==> src/rtl/uci_response_formatter.sv <==
// UCI response formatter: serialises "bestmove <lan>\n" and "info depth <n>\n"
// lines from engine results onto a valid/ready byte stream, one ASCII byte per beat.
module uci_response_formatter #(
    parameter logic [7:0] NEWLINE = 8'h0A
) (
    input  logic       clk_in,
    input  logic       rst_in,
    input  logic [5:0] move_from_in,
    input  logic [5:0] move_to_in,
    input  logic [2:0] move_promo_in,
    input  logic       move_null_in,
    input  logic       move_in_valid,
    output logic       move_in_ready,
    input  logic [7:0] depth_in,
    input  logic       depth_in_valid,
    output logic       depth_in_ready,
    output logic [7:0] char_out,
    output logic       char_out_valid,
    input  logic       char_out_ready,
    output logic       busy_out
);

    localparam logic [71:0] MovePrefix = "bestmove ";
    localparam logic [87:0] InfoPrefix = "info depth ";

    typedef enum logic [1:0] {StIdle, StMove, StInfo} state_e;

    state_e      state_q, state_d;
    logic        ready_q, ready_d;
    logic [7:0]  char_q, char_d;
    logic        valid_q, valid_d;
    logic [3:0]  idx_q, idx_d;      // index of the next byte to load into char_q
    logic [3:0]  len_q;             // total line length in bytes
    logic [7:0]  mv_q [5];          // bytes following "bestmove "
    logic [7:0]  dg_q [3];          // bytes following "info depth " (unused slots hold NEWLINE)

    logic [7:0]  mv_d [5];
    logic [3:0]  mv_len;
    logic [7:0]  dg_d [3];
    logic [3:0]  dg_len;
    logic [7:0]  next_char;
    logic        depth_acc, move_acc, beat_acc;

    logic [1:0]  hund;
    logic [3:0]  tens;
    logic [7:0]  rem, tens_sub, ones;

    // A pending depth report blocks the move handshake so the info line goes first.
    assign depth_in_ready = ready_q;
    assign move_in_ready  = ready_q & ~depth_in_valid;
    assign depth_acc      = depth_in_valid & depth_in_ready;
    assign move_acc       = move_in_valid & move_in_ready;
    assign beat_acc       = valid_q & char_out_ready;

    assign char_out       = char_q;
    assign char_out_valid = valid_q;
    assign busy_out       = (state_q != StIdle);

    // Decimal conversion of the depth by fixed compare/subtract steps.
    always_comb begin
        hund     = 2'd0;
        rem      = depth_in;
        tens     = 4'd0;
        tens_sub = 8'd0;
        if (depth_in >= 8'd200) begin
            hund = 2'd2;
            rem  = depth_in - 8'd200;
        end else if (depth_in >= 8'd100) begin
            hund = 2'd1;
            rem  = depth_in - 8'd100;
        end
        for (int k = 1; k < 10; k++) begin
            if (rem >= 8'(10 * k)) begin
                tens     = 4'(k);
                tens_sub = 8'(10 * k);
            end
        end
        ones = rem - tens_sub;
        if (hund != 2'd0) begin
            dg_d[0] = 8'h30 + {6'd0, hund};
            dg_d[1] = 8'h30 + {4'd0, tens};
            dg_d[2] = 8'h30 + ones;
            dg_len  = 4'd15;
        end else if (tens != 4'd0) begin
            dg_d[0] = 8'h30 + {4'd0, tens};
            dg_d[1] = 8'h30 + ones;
            dg_d[2] = NEWLINE;
            dg_len  = 4'd14;
        end else begin
            dg_d[0] = 8'h30 + ones;
            dg_d[1] = NEWLINE;
            dg_d[2] = NEWLINE;
            dg_len  = 4'd13;
        end
    end

    // Long-algebraic move text, precomputed at capture.
    always_comb begin
        mv_d[0] = 8'h61 + {5'd0, move_from_in[2:0]};
        mv_d[1] = 8'h31 + {5'd0, move_from_in[5:3]};
        mv_d[2] = 8'h61 + {5'd0, move_to_in[2:0]};
        mv_d[3] = 8'h31 + {5'd0, move_to_in[5:3]};
        mv_d[4] = NEWLINE;
        mv_len  = 4'd14;
        case (move_promo_in)
            3'd1: begin mv_d[4] = "n"; mv_len = 4'd15; end
            3'd2: begin mv_d[4] = "b"; mv_len = 4'd15; end
            3'd3: begin mv_d[4] = "r"; mv_len = 4'd15; end
            3'd4: begin mv_d[4] = "q"; mv_len = 4'd15; end
            default: ;
        endcase
        if (move_null_in) begin
            mv_d[0] = "0";
            mv_d[1] = "0";
            mv_d[2] = "0";
            mv_d[3] = "0";
            mv_d[4] = NEWLINE;
            mv_len  = 4'd14;
        end
    end

    // Byte at position idx_q of the line being emitted.
    always_comb begin
        next_char = NEWLINE;
        if (state_q == StMove) begin
            if (idx_q < 4'd9) begin
                next_char = MovePrefix[8 * (8 - int'(idx_q)) +: 8];
            end else begin
                case (idx_q)
                    4'd9:    next_char = mv_q[0];
                    4'd10:   next_char = mv_q[1];
                    4'd11:   next_char = mv_q[2];
                    4'd12:   next_char = mv_q[3];
                    4'd13:   next_char = mv_q[4];
                    default: next_char = NEWLINE;
                endcase
            end
        end else if (state_q == StInfo) begin
            if (idx_q < 4'd11) begin
                next_char = InfoPrefix[8 * (10 - int'(idx_q)) +: 8];
            end else begin
                case (idx_q)
                    4'd11:   next_char = dg_q[0];
                    4'd12:   next_char = dg_q[1];
                    4'd13:   next_char = dg_q[2];
                    default: next_char = NEWLINE;
                endcase
            end
        end
    end

    // Next-state: arbitration in idle, beat sequencing while emitting.
    always_comb begin
        state_d = state_q;
        idx_d   = idx_q;
        char_d  = char_q;
        valid_d = valid_q;
        unique case (state_q)
            StIdle: begin
                if (depth_acc) begin
                    state_d = StInfo;
                    char_d  = "i";
                    valid_d = 1'b1;
                    idx_d   = 4'd1;
                end else if (move_acc) begin
                    state_d = StMove;
                    char_d  = "b";
                    valid_d = 1'b1;
                    idx_d   = 4'd1;
                end
            end
            StMove, StInfo: begin
                if (beat_acc) begin
                    if (idx_q == len_q) begin
                        state_d = StIdle;
                        valid_d = 1'b0;
                        idx_d   = 4'd0;
                    end else begin
                        char_d = next_char;
                        idx_d  = idx_q + 4'd1;
                    end
                end
            end
            default: state_d = StIdle;
        endcase
        ready_d = (state_d == StIdle);
    end

    // State, output and captured-request registers.
    always_ff @(posedge clk_in) begin
        if (!rst_in) begin
            state_q <= StIdle;
            ready_q <= 1'b1;
            char_q  <= 8'h00;
            valid_q <= 1'b0;
            idx_q   <= 4'd0;
            len_q   <= 4'd0;
            mv_q    <= '{default: 8'h00};
            dg_q    <= '{default: 8'h00};
        end else begin
            state_q <= state_d;
            ready_q <= ready_d;
            char_q  <= char_d;
            valid_q <= valid_d;
            idx_q   <= idx_d;
            if (depth_acc) begin
                dg_q  <= dg_d;
                len_q <= dg_len;
            end else if (move_acc) begin
                mv_q  <= mv_d;
                len_q <= mv_len;
            end
        end
    end

endmodule

==> config.mk <==
export PLATFORM = sky130hd
export DESIGN_NAME = uci_response_formatter
export DESIGN_NICKNAME = d
export VERILOG_FILES = /design/src/rtl/uci_response_formatter.sv
export SDC_FILE = /design/constraint.sdc
export NUM_CORES = 1
export LEC_CHECK = 0
export ABC_AREA = 1
export ABC_CLOCK_PERIOD_IN_PS = 5750
export CORE_MARGIN = 8
export CORE_UTILIZATION = 59
export DETAILED_ROUTE_END_ITERATION = 10
export HOLD_SLACK_MARGIN = 0.1
export PLACE_DENSITY_LB_ADDON = 0.08
export SYNTH_ARGS = -nofsm -noshare
export SYNTH_HDL_FRONTEND = slang
export SYNTH_SLANG_ARGS = --single-unit
==> constraint.sdc <==
create_clock -name clk_in -period 5.75 [get_ports clk_in]
set_clock_uncertainty 0.05 [all_clocks]
set_input_delay 1.15 -clock clk_in [delete_from_list [all_inputs] [get_ports clk_in]]
set_output_delay 1.15 -clock clk_in [all_outputs]
set_load 0.005 [all_outputs]
==> out/metrics.cfg, run 1 <==
[placed_design]
dp.final_hpwl_um = 10000
place.gp.congestion = 0.994
io_buffers = 40
place_area_sq_mm = 0.00517

[run_status]
status = finished clean

[global_route]
grt_antenna_before_repair = 0
grt_usage_pct = 23.3
grt_max_degree = 52
overflow = 0
grt_pass1_wl_um = 21800
grt_pass1_vias = 4745

[yosys]
synthDistinctLibCells = 50
synth_top_area_cell = dfxtp_1
synth_edf_count = 0
synth_ff_type = dfxtp_1
ys_seq_elements = 68
synth_area_sq_mm = 0.00471
synth_fp_nets = 764
synth_most_common_cell = nand2_1
ys_warn_count = 0
synthTopCellsByArea = dfxtp_1 (29%), nand2_1 (14%), ha_1 (7.4%)
synthCells = 706
synthTopCellsByCount = nand2_1 (178), inv_1 (86), dfxtp_1 (68), a21oi_1 (66), nor2_1 (54)
synth_top_area_share_pct = 28.9
synth_area_per_cell_sq_um = 6.68
synthArstFlopShare_pct = 0
ys_seq_area_share_pct = 28.9

[flow_run]
drv_cap = 0

[critical_path]
critPathMaxStageDelay_ns = 0.56
cp_max_fo = 17
rrSetupSlack_ns = 2.69
cpMaxStageDelayCell = clkdlybuf4s50_1
endpoint_kind = flop
r2r-start = idx_q[0]
r2r_end = char_out[1]
crit_type = input pin to flop
cp.arrival_ns = 5.40
setup.worst_path.start_class = input pin
path_common_cell = nand2_1
required_ns = 5.98
rr_worst_depth = 13

[drt]
vias_per_cell = 5.72
wl_per_cell_um = 15.4
first_iter_violations = 448
drt-total-wl_um = 13100
drc_errors = 0
drt_pass1_iterations = 5
vias = 4830
antenna_left = 0

[pwr]
p_sw_uw = 815
p_leak_uw = 0.00240
clockPowerShare_pct = 20.8
internal-power_uw = 1070
p_sw_share_pct = 43.1
powerDensity_mw_per_mm2 = 352
peakVddDrop_v = 0.000139
pwr-share-seq_pct = 32.0
pwr-share-comb_pct = 47.2

[timing]
min_period_ns = 5.17
rsz0062_at_grt = no
slew_viol_final = 0
period_share_pct = 89.9
hold_viol = 0
fmax_mhz = 193
tns_ns = 0
slew_headroom_pct = 30.8
worst_pin_slew_ns = 1.03
finalSetupViolCount = 0

[clock_network]
cts_buffer_depth = 2
cts.repair.resized = 0
clkSinkCount = 68
htreeDepth = 3
cts_inserted_buffers = 9
clkSlewWorstSetupHoldPaths_ns = 0.07
clockRootBuffer = clkbuf_8
cts_tree = done
clkLatencyLatePin_ns = 0.35
post_cts_buffers = 0
cts_hold_buffers = 0

[hold_path]
min_from = char_out[4]
holdPathStages = 2
hold_path.class = flop to flop
hold_end = char_out[4]

[floorplan]
die_area_sq_mm = 0.0111
fp-row-count = 32
fp.dieH_um = 105
core_area_sq_mm = 0.00773
io_pins = 41
start_util_pct = 61.0
die_w_um = 105

[final_layout]
area_growth_pct = 13.8
fin_area_sq_mm = 0.00536
drive_gt1_share_pct = 9.69
nNetsFinal = 797
fin_util_pct = 69.4
num_antenna_cells = 0

kinds of logic (layout without fill, tap and decap cells):
| kind of cell | after synthesis | count (layout) | synth area share (%) |
|---|---|---|---|
| adder cells (fa/ha/maj) | 29 | 29 | 7.86 |
| AND/OR/NAND/NOR | 318 | 318 | 30.3 |
| AO/OA/AOI/OAI | 156 | 156 | 20.2 |
| XOR/XNOR | 15 | 15 | 2.79 |
| flip-flops | 68 | 68 | 28.9 |
| buffers and inverters | 120 | 157 | 9.93 |
stage by stage:
| step | std cells | hold slack, ns | total power [uW] | worst slack (ns) |
|---|---|---|---|---|
| 3_3_place_gp | 830 | 0.396 | 1470 | 0.349 |
| 2_1_floorplan | 706 | 0.385 | 1220 | 1.32 |
| 5_1_grt | 845 | 0.442 | 2020 | 0.182 |
| 3_5_place_dp | 830 | 0.408 | 1490 | 0.240 |
| 6_report | 845 | 0.417 | 1890 | 0.580 |
| 4_1_cts | 845 | 0.419 | 1880 | 0.587 |
per-layer routing:
layer  up-vias  track usage, %  wire length, um
li1       2403               -                -
met1      2217            26.9             5400
met2       176            42.0             6590
met3        34            3.17              710
met4         0            9.89              352
met5         -               0                0
cells in the final DEF (no fill, tap or decap), drive strengths merged, types with 2 or more instances in the layout:
master / n
a221oi: 5
a21oi: 69
o31ai: 3
dfxtp: 68
clkbuf: 10
inv: 96
buf: 4
a22oi: 5
nor2: 61
a32oi: 2
xor2: 13
a2bb2oi: 4
a41oi: 2
ha: 28
o221ai: 5
nand3: 34
clkdlybuf4s50: 40
nor4: 3
o311ai: 2
o2111ai: 2
nand4: 8
nand2: 201
o211ai: 9
xnor2: 2
a31oi: 5
o21ai: 38
clkinv: 5
nor3: 11
how the worst max path moves through the flow:
stage | from | to | depth (start not counted)
after floorplan | depth_in[3] | dg_q[7] | 29
after global placement | depth_in[3] | dg_q[7] | 28
after detailed placement | depth_in[2] | dg_q[23] | 30
after CTS | depth_in[2] | dg_q[23] | 30
after global routing | depth_in[2] | dg_q[23] | 30
final | depth_in[2] | dg_q[23] | 28
registers in the layout (all words and copies together), names as in the netlist:
register	count
char_out	8
depth_in_ready	1
mv_q	25
char_out_valid	1
state_q	2
len_q	3
dg_q	24
idx_q	4
power by group through the flow:
| stage | Sequential (uW) | Clock (uW) | Combinational (uW) |
|---|---|---|---|
| floorplan | 592 | 0 | 632 |
| global placement | 612 | 0 | 854 |
| detailed placement | 613 | 0 | 875 |
| CTS | 603 | 392 | 881 |
| global route | 613 | 410 | 1000 |
| finish | 606 | 393 | 891 |
worst max-delay path, delay by kind of cell:
kind	cells	cell delay, ns
fa+ha+maj	3	0.98
simple gates	15	1.43
xor+xnor	2	0.41
buf+inv	4	0.84
compound gates	4	0.59
final cells by class:
class / count / area (sq um)
clock buffer: 10 / 138
inverter: 98 / 370
timing repair buffer: 44 / 430
clock inverter: 5 / 52.6
fill: 700 / 2360
tap: 102 / 128
sequential: 68 / 1360
multi-input combinational: 518 / 2880
Note: power is estimated with default switching activity, not from simulation.
==> inputs of run 2 (changes only) <==
--- a/config.mk
+++ b/config.mk
@@ -6,12 +6,13 @@
 export NUM_CORES = 1
 export LEC_CHECK = 0
 export ABC_AREA = 1
-export ABC_CLOCK_PERIOD_IN_PS = 5750
+export ABC_CLOCK_PERIOD_IN_PS = 4300
 export CORE_MARGIN = 8
-export CORE_UTILIZATION = 59
+export CORE_UTILIZATION = 53
 export DETAILED_ROUTE_END_ITERATION = 10
 export HOLD_SLACK_MARGIN = 0.1
-export PLACE_DENSITY_LB_ADDON = 0.08
+export PLACE_DENSITY = 0.83
+export SLEW_MARGIN = 5
 export SYNTH_ARGS = -nofsm -noshare
 export SYNTH_HDL_FRONTEND = slang
 export SYNTH_SLANG_ARGS = --single-unit
==> constraint.sdc (replaced) <==
create_clock -name clk_in -period 4.3 [get_ports clk_in]
set_clock_uncertainty 0.05 [all_clocks]
set_input_delay 0.86 -clock clk_in [delete_from_list [all_inputs] [get_ports clk_in]]
set_output_delay 0.86 -clock clk_in [all_outputs]
set_load 0.005 [all_outputs]
==> run 2 against run 1 <==
Against the previous run: global-route usage is essentially flat; first-iteration DRC count grew 8.0%; power grew 54%; non-clock buffer count grew 66; critical path type unchanged; largest cell class unchanged; register-to-register slack lost 1.2 ns.
==> out/metrics.cfg, run 2 (synthesized netlist as in run 1, its figures left out) <==
[floorplan]
fp-row-count = 34  ; +6.3%
die_area_sq_mm = 0.0122  ; +9.6%
start_util_pct = 54.3  ; -6.7 points
die_w_um = 110  ; +4.7%
fp.dieH_um = 110  ; +4.7%
io_pins = 41  ; unchanged
core_area_sq_mm = 0.00868  ; +12%

[pwr]
p_sw_uw = 1220  ; +50%
pwr-share-comb_pct = 51.8  ; +4.6 points
p_sw_share_pct = 42.0  ; -1.2 points
p_leak_uw = 0.00283  ; +18%
powerDensity_mw_per_mm2 = 466  ; +32%
total_power_uw = 2910  ; +54%
pwr-share-seq_pct = 27.7  ; -4.3 points
internal-power_uw = 1690  ; +57%
peakVddDrop_v = 0.000239  ; +72%
clockPowerShare_pct = 20.5  ; -0.3 points

[drt]
drt_pass1_iterations = 6  ; +1
antenna_left = 0  ; unchanged
drt-total-wl_um = 14800  ; +14%
vias = 5226  ; +8.2%
drc_errors = 0  ; unchanged
vias_per_cell = 5.69  ; -0.41%
wl_per_cell_um = 16.2  ; +4.6%
first_iter_violations = 484  ; +8.0%

[global_route]
grt_pass1_wl_um = 23000  ; +5.5%
overflow = 0  ; unchanged
grt_antenna_before_repair = 0  ; unchanged
grt_pass1_vias = 4957  ; +4.5%
grt_usage_pct = 23.4  ; +0.050 points
grt_max_degree = 53  ; +1.9%

[timing]
slew_headroom_pct = 53.0  ; +22 points
min_period_ns = 4.23
fmax_mhz = 236
worst_pin_slew_ns = 0.702  ; -0.332 ns
setup_ws_ns = 0.0711  ; -0.509 ns
period_share_pct = 98.3
slew_viol_final = 0  ; unchanged
finalSetupViolCount = 0  ; unchanged
hold_viol = 0  ; unchanged
tns_ns = 0  ; unchanged

[critical_path]
setup.worst_path.start_class = input pin
required_ns = 4.54  ; -1.44 ns
cp_max_fo = 8  ; -9
endpoint_kind = flop
cp.arrival_ns = 4.47  ; -0.93 ns
crit_type = input pin to flop

[final_layout]
mostFrequentLayoutCells = nand2_1 (169), inv_1 (77), dfxtp_1 (68)
area_growth_pct = 32.7
num_antenna_cells = 0  ; unchanged
nNetsFinal = 863  ; +8.3%
drive_gt1_share_pct = 23.3  ; +14 points
final_common_cell = nand2_1
top_register = mv_q
largest_reg_flops = 25  ; unchanged

[clock_network]
cts_buffer_depth = 2  ; unchanged
clkSlewWorstSetupHoldPaths_ns = 0.08  ; about the same
clockRootBuffer = clkbuf_8
htreeDepth = 3  ; unchanged
clkLatencyLatePin_ns = 0.36  ; about the same
cts_inserted_buffers = 9  ; unchanged
cts_tree = done
clkSinkCount = 68  ; unchanged
cts_hold_buffers = 0  ; unchanged

[placed_design]
dp.final_hpwl_um = 10300  ; +2.6%
place.gp.congestion = 1.02  ; +2.6%
dpl_worst_slack_ns = -0.572  ; -0.812 ns
io_buffers = 40  ; unchanged

[hold_path]
hold_path.class = flop to flop

[run_status]
status = finished clean

[flow_run]
drv_cap = 0  ; unchanged

## run 2: cell types whose count changed in the layout (fill, tap and decap cells not counted), moves of 7 or more
cell,previous run,this run
ha_1,28,20
nand2_4,6,15
nand2_1,178,169
buf_4,4,66
ha_4,0,7
clkdlybuf4s50_1,40,32
inv_1,86,77
## run 2: worst max-delay path: stages
cell	delay [ns]
clkbuf_2	0.12
buf_4	0.14
ha_1	0.17
nand2_1	0.08
nand3_2	0.11
nand2_4	0.17
buf_6	0.15
nand3_4	0.09
nand2_4	0.09
nor2_2	0.05
o211ai_1	0.38
nand2_4	0.11
a21oi_2	0.16
nor3_2	0.06
ha_1	0.24
ha_4	0.27
a21oi_2	0.17
o21ai_2	0.09
nand2_1	0.08
nand2_2	0.06
a21oi_2	0.15
xor2_1	0.18
xor2_1	0.24
nand2_1	0.08
a21oi_1	0.17
## run 2: power groups by stage
stage | clock (uW) | sequential, uW | combinational, uW
after floorplan | 0 | 791 | 845
after global placement | 0 | 814 | 1260
after detailed placement | 0 | 818 | 1300
after CTS | 595 | 806 | 1370
after global routing | 624 | 820 | 1660
final | 597 | 808 | 1510
## run 2: routing by layer
layer,global-route usage (%),routed length [um],up-vias
met3,3.72,753,42
met5,0,0,-
li1,-,-,2532
met2,41.1,7660,179
met4,9.80,403,0
met1,27.5,6020,2473
## run 2: path summary, 6_finish.rpt
| kind | startpoint | to | slack [ns] | cells after the start |
|---|---|---|---|---|
| worst max-delay path | depth_in[3] | dg_q[7] | 0.07 | 25 |
| worst min-delay path | dg_q[11] | dg_q[11] | 0.42 | 2 |
| worst max register to register | idx_q[0] | char_out[4] | 1.47 | 13 |
| worst min register to register | dg_q[11] | dg_q[11] | 0.42 | 2 |
## run 2: cell type report
cell class / count / area [sq um]
fill: 698 / 2430
inverter: 98 / 388
clock buffer: 9 / 124
tap: 108 / 135
multi-input combinational: 518 / 3210
sequential: 68 / 1360
clock inverter: 7 / 98.8
timing repair buffer: 110 / 938
## run 2: stage by stage
step	std cells	instance area [sq um]	utilization, %	hold slack, ns
after floorplan	706	4710	-	0.385
after global placement	886	5560	64.0	0.399
after detailed placement	886	5560	64.0	0.405
after CTS	906	5890	67.8	0.416
after global routing	918	6250	72.0	0.432
final	918	6250	72.0	0.417
## run 2: repair_timing
| action | in CTS | in global routing |
|---|---|---|
| resized for setup | 23 | 75 |
| pin swaps | 17 | 41 |
| setup endpoints to repair | 11 | 15 |
| buffers inserted | 4 | 12 |
| cloned | 0 | 0 |
